File: config.mk
export PLATFORM = sky130hd
export DESIGN_NAME = dataflow_stall_monitor
export DESIGN_NICKNAME = d
export VERILOG_FILES = /design/src/rtl/dataflow_stall_monitor.sv
export SDC_FILE = /design/constraint.sdc
export NUM_CORES = 1
export LEC_CHECK = 0
export ABC_AREA = 1
export CAP_MARGIN = 5
export CORE_UTILIZATION = 60
export DETAILED_ROUTE_END_ITERATION = 6
export GPL_TIMING_DRIVEN = 0
export PLACE_DENSITY = 0.89
export SETUP_SLACK_MARGIN = 0.02
export SLEW_MARGIN = 20
export SYNTH_ARGS = -nofsm -noshare
export SYNTH_HDL_FRONTEND = slang
export SYNTH_SLANG_ARGS = --single-unit
File: constraint.sdc
create_clock -name dl_clock -period 4.3 [get_ports dl_clock]
set_input_delay 0.86 -clock dl_clock [delete_from_list [all_inputs] [get_ports dl_clock]]
set_output_delay 0.86 -clock dl_clock [all_outputs]
set_load 0.01 [all_outputs]
File: src/rtl/dataflow_stall_monitor.sv
// Dataflow deadlock monitor: per-process stall counters plus a wait-for graph
// walker that confirms and latches a cycle of mutually blocked processes.
module dataflow_stall_monitor #(
    parameter int N      = 3,
    parameter int IDXW   = 2,
    parameter int THRESH = 16,
    parameter int CW     = 16
) (
    input  logic                dl_clock,
    input  logic                dl_reset,
    input  logic                all_finish,
    input  logic [N-1:0]        proc_blk,
    input  logic [N*IDXW-1:0]   proc_dep,
    output logic                dl_detect,
    output logic [IDXW-1:0]     dl_origin,
    output logic [N-1:0]        dl_cycle_mask,
    output logic [IDXW:0]       dl_cycle_len,
    output logic [CW-1:0]       stall_max
);

    typedef enum logic [1:0] {
        IDLE,
        WALK,
        DONE
    } state_e;

    localparam logic [CW-1:0]   CNT_MAX = '1;
    localparam logic [CW-1:0]   THR     = CW'(THRESH);
    localparam logic [IDXW:0]   HOP1    = (IDXW+1)'(1);
    localparam logic [IDXW-1:0] IDX1    = IDXW'(1);
    localparam logic [N-1:0]    BIT0    = N'(1);

    state_e              state_q, state_d;
    logic [CW-1:0]       cnt_q [N];
    logic [CW-1:0]       cnt_d [N];
    logic [IDXW-1:0]     scan_ptr_q, scan_ptr_d;
    logic [IDXW-1:0]     origin_q, origin_d;
    logic [IDXW-1:0]     cur_q, cur_d;
    logic [N-1:0]        mask_q, mask_d;
    logic [IDXW:0]       hops_q, hops_d;
    logic                det_q, det_d;
    logic [IDXW-1:0]     out_origin_q, out_origin_d;
    logic [N-1:0]        out_mask_q, out_mask_d;
    logic [IDXW:0]       out_len_q, out_len_d;
    logic [CW-1:0]       stall_max_q, stall_max_d;

    logic [N-1:0]        qual;
    logic                cur_qual;
    logic                cur_seen;
    logic                cur_valid;
    logic                o_qual;
    logic [IDXW-1:0]     cur_dep;
    logic                sel_found;
    logic [IDXW-1:0]     sel;
    logic [IDXW-1:0]     sel_dep;
    int                  scan_idx;
    logic                abort;

    always_comb begin
        for (int i = 0; i < N; i++) begin
            qual[i] = proc_blk[i] && (cnt_q[i] >= THR);
        end
    end

    // Lookups keyed by the walk pointer; an out-of-range pointer matches nothing.
    always_comb begin
        cur_qual  = 1'b0;
        cur_seen  = 1'b0;
        o_qual    = 1'b0;
        cur_dep   = '0;
        cur_valid = (int'(cur_q) < N);
        for (int i = 0; i < N; i++) begin
            if (cur_q == IDXW'(i)) begin
                cur_qual = qual[i];
                cur_seen = mask_q[i];
                cur_dep  = proc_dep[i*IDXW +: IDXW];
            end
            if (origin_q == IDXW'(i)) begin
                o_qual = qual[i];
            end
        end
    end

    // Rotating priority scan so a stuck non-cycle process cannot starve others.
    always_comb begin
        sel_found = 1'b0;
        sel       = '0;
        sel_dep   = '0;
        scan_idx  = 0;
        for (int k = 0; k < N; k++) begin
            scan_idx = int'(scan_ptr_q) + k;
            if (scan_idx >= N) begin
                scan_idx = scan_idx - N;
            end
            if (!sel_found && qual[scan_idx]) begin
                sel_found = 1'b1;
                sel       = IDXW'(scan_idx);
                sel_dep   = proc_dep[scan_idx*IDXW +: IDXW];
            end
        end
    end

    always_comb begin
        stall_max_d = '0;
        for (int i = 0; i < N; i++) begin
            if (cnt_q[i] > stall_max_d) begin
                stall_max_d = cnt_q[i];
            end
            if (all_finish) begin
                cnt_d[i] = '0;
            end else if (state_q == DONE) begin
                cnt_d[i] = cnt_q[i];
            end else if (proc_blk[i]) begin
                cnt_d[i] = (cnt_q[i] == CNT_MAX) ? CNT_MAX : cnt_q[i] + 1'b1;
            end else begin
                cnt_d[i] = '0;
            end
        end
    end

    always_comb begin
        state_d      = state_q;
        scan_ptr_d   = scan_ptr_q;
        origin_d     = origin_q;
        cur_d        = cur_q;
        mask_d       = mask_q;
        hops_d       = hops_q;
        det_d        = det_q;
        out_origin_d = out_origin_q;
        out_mask_d   = out_mask_q;
        out_len_d    = out_len_q;
        abort        = 1'b0;
        if (all_finish) begin
            state_d      = IDLE;
            det_d        = 1'b0;
            out_origin_d = '0;
            out_mask_d   = '0;
            out_len_d    = '0;
        end else begin
            unique case (state_q)
                IDLE: begin
                    if (sel_found) begin
                        origin_d = sel;
                        cur_d    = sel_dep;
                        mask_d   = BIT0 << sel;
                        hops_d   = HOP1;
                        state_d  = WALK;
                    end
                end
                WALK: begin
                    if (!o_qual || !cur_valid || !cur_qual) begin
                        abort = 1'b1;
                    end else if (cur_q == origin_q) begin
                        state_d = DONE;
                    end else if (cur_seen) begin
                        abort = 1'b1;
                    end else begin
                        mask_d = mask_q | (BIT0 << cur_q);
                        cur_d  = cur_dep;
                        hops_d = hops_q + HOP1;
                    end
                    if (abort) begin
                        state_d = IDLE;
                        if (int'(origin_q) + 1 >= N) begin
                            scan_ptr_d = '0;
                        end else begin
                            scan_ptr_d = origin_q + IDX1;
                        end
                    end
                end
                DONE: begin
                    det_d        = 1'b1;
                    out_origin_d = origin_q;
                    out_mask_d   = mask_q;
                    out_len_d    = hops_q;
                end
                default: begin
                    state_d = IDLE;
                end
            endcase
        end
    end

    always_ff @(posedge dl_clock) begin
        if (dl_reset) begin
            state_q      <= IDLE;
            scan_ptr_q   <= '0;
            origin_q     <= '0;
            cur_q        <= '0;
            mask_q       <= '0;
            hops_q       <= '0;
            det_q        <= 1'b0;
            out_origin_q <= '0;
            out_mask_q   <= '0;
            out_len_q    <= '0;
            stall_max_q  <= '0;
            for (int i = 0; i < N; i++) begin
                cnt_q[i] <= '0;
            end
        end else begin
            state_q      <= state_d;
            scan_ptr_q   <= scan_ptr_d;
            origin_q     <= origin_d;
            cur_q        <= cur_d;
            mask_q       <= mask_d;
            hops_q       <= hops_d;
            det_q        <= det_d;
            out_origin_q <= out_origin_d;
            out_mask_q   <= out_mask_d;
            out_len_q    <= out_len_d;
            stall_max_q  <= stall_max_d;
            for (int i = 0; i < N; i++) begin
                cnt_q[i] <= cnt_d[i];
            end
        end
    end

    assign dl_detect     = det_q;
    assign dl_origin     = out_origin_q;
    assign dl_cycle_mask = out_mask_q;
    assign dl_cycle_len  = out_len_q;
    assign stall_max     = stall_max_q;

endmodule

After elaboration in Yosys (flattened, before gate mapping)
Memories as Yosys holds them, arrays and structs flattened.
Index checks and enable logic that the tools add are counted.
- multiplexer cells: 80
- magnitude comparators: 14
- reduce and logical (&&, ||, !) cells: 21
- eq/ne operators: 16
- bitwise operators: 6
- add/sub/neg operators: 11
- shift-type cells: 5
- operators by type and width (cell ; count):
    $mux W16 ; 18
    $lt A32 B4 Y1 const B ; 3
    $mux W32 ; 3
    $shiftx A6 B32 Y2 ; 3
    $add A16 B1 Y16 const B ; 3
    $eq A16 B16 Y1 const B ; 3
    $ge A16 B5 Y1 const B ; 3
    $mux W2 ; 18
    $gt A16 B16 Y1 ; 2
    $mux W1 ; 26
    $mux W3 ; 8
    $gt A16 B1 Y1 const B ; 1
    $pmux W3 S2 ; 2
    $ge A3 B2 Y1 const B ; 3
    $ne A2 B2 Y1 const B ; 4
    $sub A3 B2 Y4 const B ; 2
    $add A2 B1 Y3 const B ; 2
    $bmux W1 S2 ; 3
    $eq A2 B1 Y1 const B ; 3
    $eq A2 B2 Y1 const B ; 3
    $logic_not A2 Y1 ; 3
    $ne A3 B3 Y1 const B ; 2
    $pmux W2 S3 ; 1
    $reduce_and A3 Y1 ; 2
    19 further kinds ; 32
- logic and storage cells: 165
- output and inout port bits: 25
- bits in writable memories: 48
- bits of input ports: 12
- memories kept: 1
- flip-flop bits (word level): 39
- memories (memory ; words ; width ; read ports ; clocked after memory_dff ; wr ports ; RTL line ; text):
    cnt_q ; 3 ; 16 ; 3 ; 0 ; 3 ; 34 ; logic [CW-1:0] cnt_q [N];

Logic depth before layout (Yosys ltp)
Gate-level depths: netlist of run 1.
An unclocked memory read counts as a cell.
- depth after elaboration: 16
- gate-level depth with buffers: 31
- mapped depth without buffers: 28

Worst setup path after synthesis of run 1
OpenSTA, ideal clock, no wires.
- path kind: flip-flop to flip-flop
- from: memory cnt_q[0][0]
- to: register stall_max_q[15], in the netlist stall_max[15]
- clock period less this slack: 3.801 ns
- library setup time: 0.109 ns
- data arrival time: 3.692 ns
- required time: 4.191 ns
- stages on the path, launching flop included: 30
- setup slack: 0.499 ns
- buffers on the path: 3
- cells stage by stage: dfxtp_1 inv_1 ha_1 nand3_1 nor2_1 nor2_1 inv_1 ha_1 a21oi_1 o21ai_0 nand2_1 o211ai_1 a21o_1 buf_2 nand2_1 buf_2 nand2_1 and2_1 ha_1 inv_1 o21bai_1 a21boi_0 nor2_1 o21ai_0 o2111ai_1 nand2_1 clkbuf_1 nand3_1 nand2_1 inv_1
- RTL lines (element ; RTL line ; text):
    start: declaration ; 34 ;
    end signal: assignment ; 211 ; stall_max_q <= stall_max_d;
    end: declaration ; 45 ; logic [CW-1:0] stall_max_q, stall_max_d;

==> impl_results.md, run 1 <==
* Share of final-layout standard cells stronger than drive strength 1 at about an eighth
* Max Buffers Root-to-Sink at 2
* Clock latency of the later-clocked register in the worst-skew pair at between 0.3 and 0.4 ns
* Synthesis-to-layout area growth at 14.84%
* Max-slew headroom at the worst pin at 58.77%
* Fraction of synthesized cell area taken by the top area cell type at roughly 29%
* Flops & latches, synth at just under 90
* Worst clock skew at 0.02005 ns
* Gr usage total at 30.53%
* Transition time of the tightest slew-check pin at between 0.6 and 0.7 ns
* Final number of max-transition violations at 0
* Shortest clock period the worst path allows after layout at roughly 4.2 ns
* Share of total power consumed by net switching at ~26%
* Post-synthesis average cell area at between 6 and 7 sq um
* Worst Setup Path Type: flop to flop
* Total CTS buffers at 9
* Number of top-level pins at 37
* Top library cells by usage in the layout, fill and taps aside: 178 x sky130_fd_sc_hd__nand2_1, 93 x sky130_fd_sc_hd__inv_1, 83 x sky130_fd_sc_hd__a21oi_1
* Worst stage delay on the critical path at 0.46 ns
* Fmax at between 200 and 250 MHz
* Clock root buffer: sky130_fd_sc_hd__clkbuf_8
* Routed WL at 15890 um
* Yosys cell types at 47
* TritonCTS clock tree: done
* Final setup margin at between 0.1 and 0.15 ns
* Worst vdd ir at 0.0001697 V
* Initial antenna violation count at 0
* Power density relative to cell area at about 220 nW/um^2
* Cell area after synthesis at around 6000 sq um
* Power Internal at about 0.0012 W
* Critical Path Sink Type: flop
* Cell type of the slowest stage on the worst timing path: sky130_fd_sc_hd__dfxtp_1
* Category of the worst setup path launch point: flop
* Post-layout utilization of the core at ~70%
* Worst hold path stage count at 2
* Flop pwr share at roughly 52%
* H-tree Lvls at 3
* Depth of the worst register-to-register path at 30
* Cell Rows at 36
* Overall die height at slightly above 100 um
* Yosys warns at 0
* Share of power burned in combinational logic at about 8.4%
* Final cell area excluding filler cells at between 7000 and 8000 sq um
* CTS sink count at between 80 and 90
* Last weighted congestion value of the routability-driven placer at roughly 0.93
* Arrival time of data at the critical path endpoint at 4.43 ns
* Part of the power in the clock network at between 30% and 40%
* Share of synthesized area occupied by flip-flops and latches at 28.52%
* 1st-iter DRT viols at roughly 520
* Max-cap check violation count at 0
* Crit Reg-Reg Startpoint: cnt_q[0][9]$_SDFFE_PP0N_
* Aggregate global routing overflow at 0
* Number of failing setup endpoints in the final timing report at 0
* Number of buffers added to fix hold violations after cts at 0
* Number of endpoints with negative hold slack in the final report at 0
* Instance area at placement at around 6600 sq um
* Fin crit share at slightly below 100%
* Synthesized Nets at roughly 950
* Worst endpoint required time at 4.57 ns
* Layout filler cell count at roughly 800
* End point of the worst hold path: dl_cycle_len[1]$_SDFFE_PP0P_
* Leakage at 3.072 nW
* Cells after synthesis at 897
* Core Footprint at ~9800 sq um
* Wire length of the first global-routing pass at about 25000 um
* Initial Util at just over 60%
* Total half-perimeter wirelength after legalization and detailed placement at ~12000 um
* Endpoint of the worst-slack reg-to-reg timing path: stall_max[7]$_SDFF_PP0_
* Number of antenna-violating nets in the routed design at 0
* R2R setup slack at between 0.1 and 0.15 ns
* Clock transition at path regs at ~0.10 ns
* Number of optimization iterations in the first detailed-route pass at 6
* HP Class: flop to flop
* Average vias per placed instance at 5.678
* Most common cell after layout, fill and taps aside: sky130_fd_sc_hd__nand2_1
* PortBufs at 35
* Via count at approximately 6200
* Cell types with the largest area share after synthesis: sky130_fd_sc_hd__dfxtp_1 29%, sky130_fd_sc_hd__nand2_1 11%, sky130_fd_sc_hd__ha_1 9.0%, sky130_fd_sc_hd__a21oi_1 6.9%, sky130_fd_sc_hd__nand3_1 6.2%
* Sum of internal, switching and leakage power at between 0.0015 and 0.002 W
* Count of unresolved DRC violations after routing at 0
* Status: completed
* Largest area contributor in the synthesized netlist: sky130_fd_sc_hd__dfxtp_1
* Fin nets at just over 1000
* Switch Pwr at 0.0004041 W
* Critical-path maximum fanout at 10
* Die ar. at between 10000 and 15000 sq um
* Pin count of the biggest net entering global routing at 17
* Hold wc startpoint: dl_cycle_len[1]$_SDFFE_PP0P_
* Average detailed-routed wire length per instance at 14.59 um
* Post-Place Worst Slack at -0.2833 ns
* Vias in the first global route at roughly 5400
* Horizontal extent of the die at approximately 100 um
* Ant. Diodes at 0
-- through the flow --
step / cells / hold slack (ns) / setup TNS (ns)
2_1_floorplan: 897 / 0.4613 / 0
3_3_place_gp: 1065 / 0.4497 / -1.376
3_5_place_dp: 1065 / 0.4557 / -3.372
4_1_cts: 1081 / 0.4690 / 0
5_1_grt: 1089 / 0.4973 / -1.786
6_report: 1089 / 0.4669 / 0
-- Yosys cell counts (all sizes together) --
library cell    n
xnor2          11
o221ai          3
ha             44
clkbuf         21
o21a            1
o2111ai         2
xor2           30
inv           107
a211oi          5
o21bai          1
clkinv          2
nand2         189
nor3           13
a21oi          84
nor2           82
o211ai          8
o21ai          77
nor4            2
a31oi           1
nand4          13
a21boi          1
o22ai           2
nand3          81
and2           15
or2             2
dfxtp          87
a21o            1
buf            12
-- registers in the layout, indices dropped and copies added (netlist names) --
signal         cells
origin_q           2
cur_q              2
dl_origin          2
state_q            2
stall_max         16
dl_cycle_len       3
dl_cycle_mask      3
hops_q             3
scan_ptr_q         2
dl_detect          1
mask_q             3
cnt_q             48
-- power groups by stage --
stage	clock [W]	sequential, W	combinational, W
after floorplan	0	0.000839	0.0000620
after global placement	0	0.000836	0.000111
after detailed placement	0	0.000837	0.000113
after CTS	0.000615	0.000818	0.000116
after global routing	0.000655	0.000818	0.000145
final	0.000617	0.000817	0.000132
-- repair_timing --
item                       in CTS  in global routing
buffers inserted                0                  7
pin swaps                       0                  3
cloned                          0                  1
setup endpoints to repair      16                 16
gates resized for setup         9                 52
-- critical path: cells and delay by family (launching register included) --
family          cells  cell delay [ns]
buf+inv             7             0.73
flops               1             0.46
fa+ha+maj           2             0.56
simple gates       14             1.47
compound gates      7             0.84
-- final cells by class --
type	instances	area, sq um	area share [%]
Buffer	33	193.9	2.766
Clock buffer	10	137.6	1.963
Clock inverter	6	76.32	1.089
Inverter	109	411.6	5.871
Multi-Input combinational cell	668	3859	55.03
Sequential cell	87	1759	25.09
Tap cell	133	166.4	2.373
Timing Repair Buffer	43	407.9	5.817
-- routing by layer --
layer / up-vias / share of wire (%) / track usage, %
li1: 3064 / - / -
met1: 2810 / 43 / 40.00
met2: 255 / 47 / 50.05
met3: 54 / 6.7 / 5.153
met4: 0 / 3.6 / 12.13
met5: - / 0 / 0
-- how the worst max path moves through the flow --
stage                                  start                  endpoint  cells after the start
finish              cnt_q[0][9]$_SDFFE_PP0N_   stall_max[7]$_SDFF_PP0_                     30
global route        cnt_q[0][9]$_SDFFE_PP0N_  stall_max[10]$_SDFF_PP0_                     31
CTS                 cnt_q[0][0]$_SDFFE_PP0N_   stall_max[8]$_SDFF_PP0_                     30
detailed placement  cnt_q[0][7]$_SDFFE_PP0N_   stall_max[3]$_SDFF_PP0_                     29
global placement    cnt_q[0][7]$_SDFFE_PP0N_   stall_max[5]$_SDFF_PP0_                     30
floorplan           cnt_q[0][0]$_SDFFE_PP0N_  stall_max[15]$_SDFF_PP0_                     29
-- cells by family (layout without fill, tap and decap cells) --
group                    after synthesis  count (layout)  synth area share (%)
buffers and inverters                142             201                 9.221
XOR/XNOR                              41              41                 5.881
AO/OA/AOI/OAI                        186             186                 16.50
AND/OR/NAND/NOR                      397             397                 30.86
flip-flops                            87              87                 28.52
adder cells (fa/ha/maj)               44              44                 9.016
Power figures use the tool's default switching activity.
==> run 2, diff against run 1 <==
--- a/config.mk
+++ b/config.mk
@@ -7,10 +7,10 @@
 export LEC_CHECK = 0
 export ABC_AREA = 1
 export CAP_MARGIN = 5
-export CORE_UTILIZATION = 60
+export CORE_UTILIZATION = 40
 export DETAILED_ROUTE_END_ITERATION = 6
 export GPL_TIMING_DRIVEN = 0
-export PLACE_DENSITY = 0.89
+export PLACE_DENSITY = 0.63
 export SETUP_SLACK_MARGIN = 0.02
 export SLEW_MARGIN = 20
 export SYNTH_ARGS = -nofsm -noshare
==> run 2 against run 1 <==
The flow now finishes with violations (DRC). Non-clock buffer count decreased by 1. Sequential share of layout area down 0.67 points. Clock power rose by 51%. Die area is 49% higher. Flip-flop and latch count did not move. Core utilization decreased by 22 points. Register-to-register slack better by 0.14 ns. Highest routed layer unchanged.
==> impl_results.md, run 2 (same netlist as run 1, synthesis figures left out) <==
* H-tree Lvls at 3
* Fin crit share at 93.66%
* Wire length of the first global-routing pass at 26840 um
* Top cell by count, worst path: sky130_fd_sc_hd__inv_1
* Total CTS buffers at 9
* Worst endpoint required time at approximately 4.5 ns
* Number of buffers added to fix hold violations after cts at 0
* Critical Path Sink Type: flop
* Final number of max-transition violations at 0
* Part of the power in the clock network at 49.5%
* Worst vdd ir at about 0.00020 V
* Critical-path maximum fanout at 10
* Status: finished with violations
* Average vias per placed instance at between 5 and 6
* Share of power burned in combinational logic at under 10%
* Transition time of the tightest slew-check pin at roughly 0.64 ns
* 1st-iter DRT viols at around 430
* Horizontal extent of the die at roughly 130 um
* Number of endpoints with negative hold slack in the final report at 0
* Power density relative to cell area at between 200 and 300 nW/um^2
* Aggregate global routing overflow at 0
* Initial Util at roughly two fifths
* Most heavily used metal layer in global routing: met2
* Max-cap check violation count at 0
* TritonCTS clock tree: done
* Top library cells by usage in the layout, fill and taps aside: 178 x sky130_fd_sc_hd__nand2_1, 95 x sky130_fd_sc_hd__inv_1, 83 x sky130_fd_sc_hd__a21oi_1
* Max-slew headroom at the worst pin at a little under three fifths
* Die ar. at roughly 16000 sq um
* Met3 Use GR at between 3 and 4%
* CTS sink count at a little under 90
* Clock latency of the later-clocked register in the worst-skew pair at roughly 0.35 ns
* Leakage at 3.128 nW
* Last weighted congestion value of the routability-driven placer at between 0.8 and 0.9
* Total half-perimeter wirelength after legalization and detailed placement at around 12000 um
* Met1 Track Usage GR at approximately 29%
* Vias in the first global route at approximately 5400
* Flop pwr share at between 40% and 50%
* Post-route insts no fill at between 1000 and 1500
* Gr usage total at between 20% and 30%
* Initial antenna violation count at 0
* Switch Pwr at between 0.0004 and 0.0005 W
* Unrepaired setup endpoints after global routing: false
* Violations in the final reports: DRC
* Share of total power consumed by net switching at 23.30%
* Pin count of the biggest net entering global routing at 17
* Share of final-layout standard cells stronger than drive strength 1 at approximately an eighth
* Max Buffers Root-to-Sink at 2
* Final-layout setup total negative slack at 0 ns
* Most common cell after layout, fill and taps aside: sky130_fd_sc_hd__nand2_1
* Synthesis-to-layout area growth at 18.22%
* Hold wc startpoint: dl_origin[0]$_SDFFE_PP0P_
* Clock transition at path regs at about 0.070 ns
* Power Internal at 0.001444 W
* Routed WL at roughly 17000 um
* Fin nets at about 1000
* Count of unresolved DRC violations after routing at 5
* Core Footprint at between 10000 and 15000 sq um
* Crit Reg-Reg Startpoint: cnt_q[0][0]$_SDFFE_PP0N_
* Clock root buffer: sky130_fd_sc_hd__clkbuf_16
* Shortest clock period the worst path allows after layout at 4.028 ns
* Launching element of the worst setup path: cnt_q[0][0]$_SDFFE_PP0N_
* Fmax at roughly 250 MHz
* Cell type of the slowest stage on the worst timing path: sky130_fd_sc_hd__dfxtp_2
* Number of failing setup endpoints in the final timing report at 0
* Register bank with the most flops: cnt_q
* Category of the worst setup path launch point: flop
* Arrival time of data at the critical path endpoint at around 4.3 ns
* Ant. Diodes at 0
* Worst clock skew at between 0.01 and 0.015 ns
* Number of optimization iterations in the first detailed-route pass at 7
* Via count at between 5000 and 6000
* # placed instances at 1116
* Overall die height at 125.6 um
* Number of antenna-violating nets in the routed design at 0
* Max FFs per register at 48
* PortBufs at 35
* Global routing usage on met2 at roughly a third
* Worst Setup Path Type: flop to flop
* Number of top-level pins at 37
* Cell Rows at 44
* Worst stage delay on the critical path at around 0.34 ns
* HP Class: flop to flop
* Average detailed-routed wire length per instance at between 10 and 15 um
[run 2: cell count changes in the layout (fill, tap and decap cells not counted), moves of 2 or more]
| cell | change |
|---|---|
| sky130_fd_sc_hd__o21ai_2 | +3 |
| sky130_fd_sc_hd__o21ai_1 | +2 |
| sky130_fd_sc_hd__clkbuf_8 | -10 |
| sky130_fd_sc_hd__clkbuf_16 | +9 |
| sky130_fd_sc_hd__inv_1 | +2 |
| sky130_fd_sc_hd__o21ai_0 | -5 |
| sky130_fd_sc_hd__inv_2 | -2 |
| sky130_fd_sc_hd__bufinv_16 | +2 |
[run 2: path summary, 6_finish.rpt]
path	end	slack (ns)	cells past startpoint
min reg2reg	dl_origin[0]$_SDFFE_PP0P_	0.46	2
max	stall_max[3]$_SDFF_PP0_	0.27	29
max reg2reg	stall_max[3]$_SDFF_PP0_	0.27	29
min	dl_origin[0]$_SDFFE_PP0P_	0.46	2
[run 2: power groups by stage]
stage	Clock [W]	Sequential, W	Combinational (W)
2_1_floorplan	0	0.000839	0.0000620
3_3_place_gp	0	0.000836	0.000116
3_5_place_dp	0	0.000836	0.000117
4_1_cts	0.000947	0.000818	0.000119
5_1_grt	0.000982	0.000817	0.000146
6_report	0.000933	0.000816	0.000134
[run 2: what timing repair did]
item / in CTS / in global routing
cloned: 0 / 3
endpoints found under the setup margin: 16 / 16
setup buffers: 0 / 4
gates resized for setup: 13 / 53
pin swaps: 0 / 4
[run 2: final cells by class]
class	instances	area [sq um]
repair buffers	42	400.4
inverters	109	411.6
fillers	1438	7481
clock buffers	9	225.2
flip-flops and latches	87	1763
multi-input cells	668	3870
clock inverters	7	127.6
well taps	184	230.2
plain buffers	33	190.2
[run 2: per-stage QoR]
step,power [W],instance area [sq um],setup slack (ns),hold slack [ns],util [%]
final,0.001883,7218,0.2725,0.4614,49.11
after detailed placement,0.0009533,6686,-0.2733,0.4532,45.49
after global placement,0.0009527,6686,-0.2849,0.4507,45.49
after floorplan,0.0009013,6106,0.4994,0.4613,-
after CTS,0.001884,7062,0.03443,0.4629,48.04
after global routing,0.001945,7218,0.03649,0.5062,49.11
[run 2: critical path: cells and delay by family (launching register included)]
kind            cells  cell delay, ns
fa+ha+maj           3            0.78
buf+inv             8            0.79
compound gates      7            0.82
flops               1            0.34
simple gates       11            1.20
[run 2: metal layers]
metal	part of all wire [%]	up-vias	routed length (um)
met1	48	2712	7962
li1	-	3068	-
met2	45	155	7522
met3	4.2	29	702
met4	2.6	0	427
met5	0	-	0
==> run 3, diff against run 2 <==
--- a/config.mk
+++ b/config.mk
@@ -10,7 +10,7 @@
 export CORE_UTILIZATION = 40
 export DETAILED_ROUTE_END_ITERATION = 6
 export GPL_TIMING_DRIVEN = 0
-export PLACE_DENSITY = 0.63
+export PLACE_DENSITY = 0.6
 export SETUP_SLACK_MARGIN = 0.02
 export SLEW_MARGIN = 20
 export SYNTH_ARGS = -nofsm -noshare
==> run 3 against run 2 <==
The run still ends with DRC left. Clock skew shrank 0.00091 ns. Maximum frequency increased by 2.3%. First-iteration DRC count down 3.9%. Cell area shrank 2.0%. Combinational power is 6% lower. Power is 7.3% lower. Worst hold slack about the same. Non-clock buffer count decreased by 5. Core utilization shrank 0.96 points. Critical endpoint is now stall_max[15]$_SDFF_PP0_.
==> impl_results.md, run 3 (same netlist as run 1, synthesis figures left out) <==
* Status: finished with violations
* Violations in the final reports: DRC
* Share of total power consumed by net switching at 24.45%
* Horizontal extent of the die at roughly 130 um
* Clock transition at path regs at 0.07 ns
* Number of antenna-violating nets in the routed design at 0
* Top library cells by usage in the layout, fill and taps aside: 178 x sky130_fd_sc_hd__nand2_1, 95 x sky130_fd_sc_hd__inv_1, 84 x sky130_fd_sc_hd__a21oi_1
* Worst Setup Path Type: flop to flop
* Gr usage total at a little over a fifth
* Worst stage delay on the critical path at approximately 0.34 ns
* Average vias per placed instance at between 5 and 6
* Most common cell after layout, fill and taps aside: sky130_fd_sc_hd__nand2_1
* Flop pwr share at 46.8%
* Last weighted congestion value of the routability-driven placer at approximately 0.85
* TritonCTS clock tree: done
* Overall die height at around 130 um
* Fin crit share at 91.59%
* Fmax at approximately 250 MHz
* Power Internal at 0.001319 W
* Worst endpoint required time at 4.54 ns
* Register bank with the most flops: cnt_q
* Cell Rows at 44
* Total half-perimeter wirelength after legalization and detailed placement at ~12000 um
* Aggregate global routing overflow at 0
* Shortest clock period the worst path allows after layout at around 3.9 ns
* H-tree Lvls at 3
* Final-layout setup total negative slack at 0 ns
* Via count at between 5000 and 6000
* Part of the power in the clock network at a little under half
* Number of buffers added to fix hold violations after cts at 0
* Critical Path Sink Type: flop
* Post-layout utilization of the core at about half
* Critical-path maximum fanout at 10
* CTS sink count at 87
* Average detailed-routed wire length per instance at roughly 14 um
* HP Class: flop to flop
* Clock root buffer: sky130_fd_sc_hd__clkbuf_16
* Wire length of the first global-routing pass at between 20000 and 30000 um
* Max-cap check violation count at 0
* Number of failing setup endpoints in the final timing report at 0
* Power density relative to cell area at around 250 nW/um^2
* Number of optimization iterations in the first detailed-route pass at 7
* Arrival time of data at the critical path endpoint at about 4.2 ns
* Leakage at ~3.1 nW
* Clock latency of the later-clocked register in the worst-skew pair at ~0.35 ns
* Worst vdd ir at around 0.00017 V
* 1st-iter DRT viols at ~420
* Pin count of the biggest net entering global routing at 16
* Cell type of the slowest stage on the worst timing path: sky130_fd_sc_hd__dfxtp_2
* Worst clock skew at 0.01095 ns
* Final number of max-transition violations at 0
* Unrepaired setup endpoints after global routing: false
* Routed WL at approximately 16000 um
* Vias in the first global route at about 5400
* Transition time of the tightest slew-check pin at 0.6082 ns
* Ant. Diodes at 0
* Fin nets at roughly 1000
* Max FFs per register at 48
* PortBufs at 35
* Max Buffers Root-to-Sink at 2
* Count of unresolved DRC violations after routing at 5
* Top cell by count, worst path: sky130_fd_sc_hd__inv_1
* Share of final-layout standard cells stronger than drive strength 1 at between 10 and 15%
* Category of the worst setup path launch point: flop
* Sum of internal, switching and leakage power at roughly 0.0017 W
* Switch Pwr at 0.0004268 W
* Number of top-level pins at 37
* Initial antenna violation count at 0
* Synthesis-to-layout area growth at 15.90%
* Share of power burned in combinational logic at 7.2%
* Number of endpoints with negative hold slack in the final report at 0
* Initial Util at 41.54%
* Max-slew headroom at the worst pin at a little under 60%
* Total CTS buffers at 9
* Core Footprint at 14700 sq um
* Die ar. at approximately 16000 sq um
[run 3: changes by cell type in the layout (fill, tap and decap cells not counted), moves of 2 or more]
cell                        delta
sky130_fd_sc_hd__dfxtp_1       +5
sky130_fd_sc_hd__buf_4         -4
sky130_fd_sc_hd__dfxtp_2       -3
sky130_fd_sc_hd__bufinv_16     -2
sky130_fd_sc_hd__dfxtp_4       -2
sky130_fd_sc_hd__o21ai_1       +2
sky130_fd_sc_hd__o21ai_2       -2
[run 3: worst paths after layout]
check | depth (start not counted) | end | slack, ns | from
max | 29 | stall_max[15]$_SDFF_PP0_ | 0.36 | cnt_q[0][0]$_SDFFE_PP0N_
min | 2 | dl_cycle_len[1]$_SDFFE_PP0P_ | 0.46 | dl_cycle_len[1]$_SDFFE_PP0P_
max reg2reg | 29 | stall_max[15]$_SDFF_PP0_ | 0.36 | cnt_q[0][0]$_SDFFE_PP0N_
min reg2reg | 2 | dl_cycle_len[1]$_SDFFE_PP0P_ | 0.46 | dl_cycle_len[1]$_SDFFE_PP0P_
[run 3: power by group through the flow]
stage | combinational (W) | clock (W) | sequential, W
floorplan | 0.0000620 | 0 | 0.000839
global placement | 0.000117 | 0 | 0.000836
detailed placement | 0.000117 | 0 | 0.000836
CTS | 0.000119 | 0.000820 | 0.000818
global route | 0.000140 | 0.000848 | 0.000818
finish | 0.000126 | 0.000802 | 0.000818
[run 3: routing by layer]
layer	GRT usage [%]	vias up	part of all wire (%)
li1	-	3045	-
met1	29.79	2584	50
met2	34.38	126	45
met3	2.482	23	3.2
met4	7.604	0	1.7
met5	0	-	0
[run 3: what timing repair did]
action,in CTS,in global routing
gates cloned,0,1
pin swaps,0,2
buffers inserted,0,2
gates resized for setup,11,40
setup endpoints to repair,16,16
[run 3: cell type report]
type | count | area [sq um]
clock inverters | 6 | 68.82
flip-flops and latches | 87 | 1752
plain buffers | 32 | 178.9
well taps | 184 | 230.2
repair buffers | 38 | 370.4
inverters | 109 | 411.6
multi-input cells | 668 | 3836
fillers | 1533 | 7622
clock buffers | 10 | 229.0
[run 3: critical path, delay by kind of cell (launching register included)]
family,cells,cell delay [ns]
flops,1,0.34
simple gates,12,1.20
compound gates,7,0.92
buf+inv,7,0.59
fa+ha+maj,3,0.78
[run 3: stage by stage]
step / setup slack (ns) / hold WS, ns / cells / area [sq um]
final: 0.3616 / 0.4616 / 1134 / 7077
after global routing: 0.01749 / 0.4859 / 1134 / 7077
after CTS: 0.06402 / 0.4658 / 1132 / 6997
after detailed placement: -0.1883 / 0.4546 / 1116 / 6686
after global placement: -0.2290 / 0.4534 / 1116 / 6686
after floorplan: 0.4994 / 0.4613 / 897 / 6106
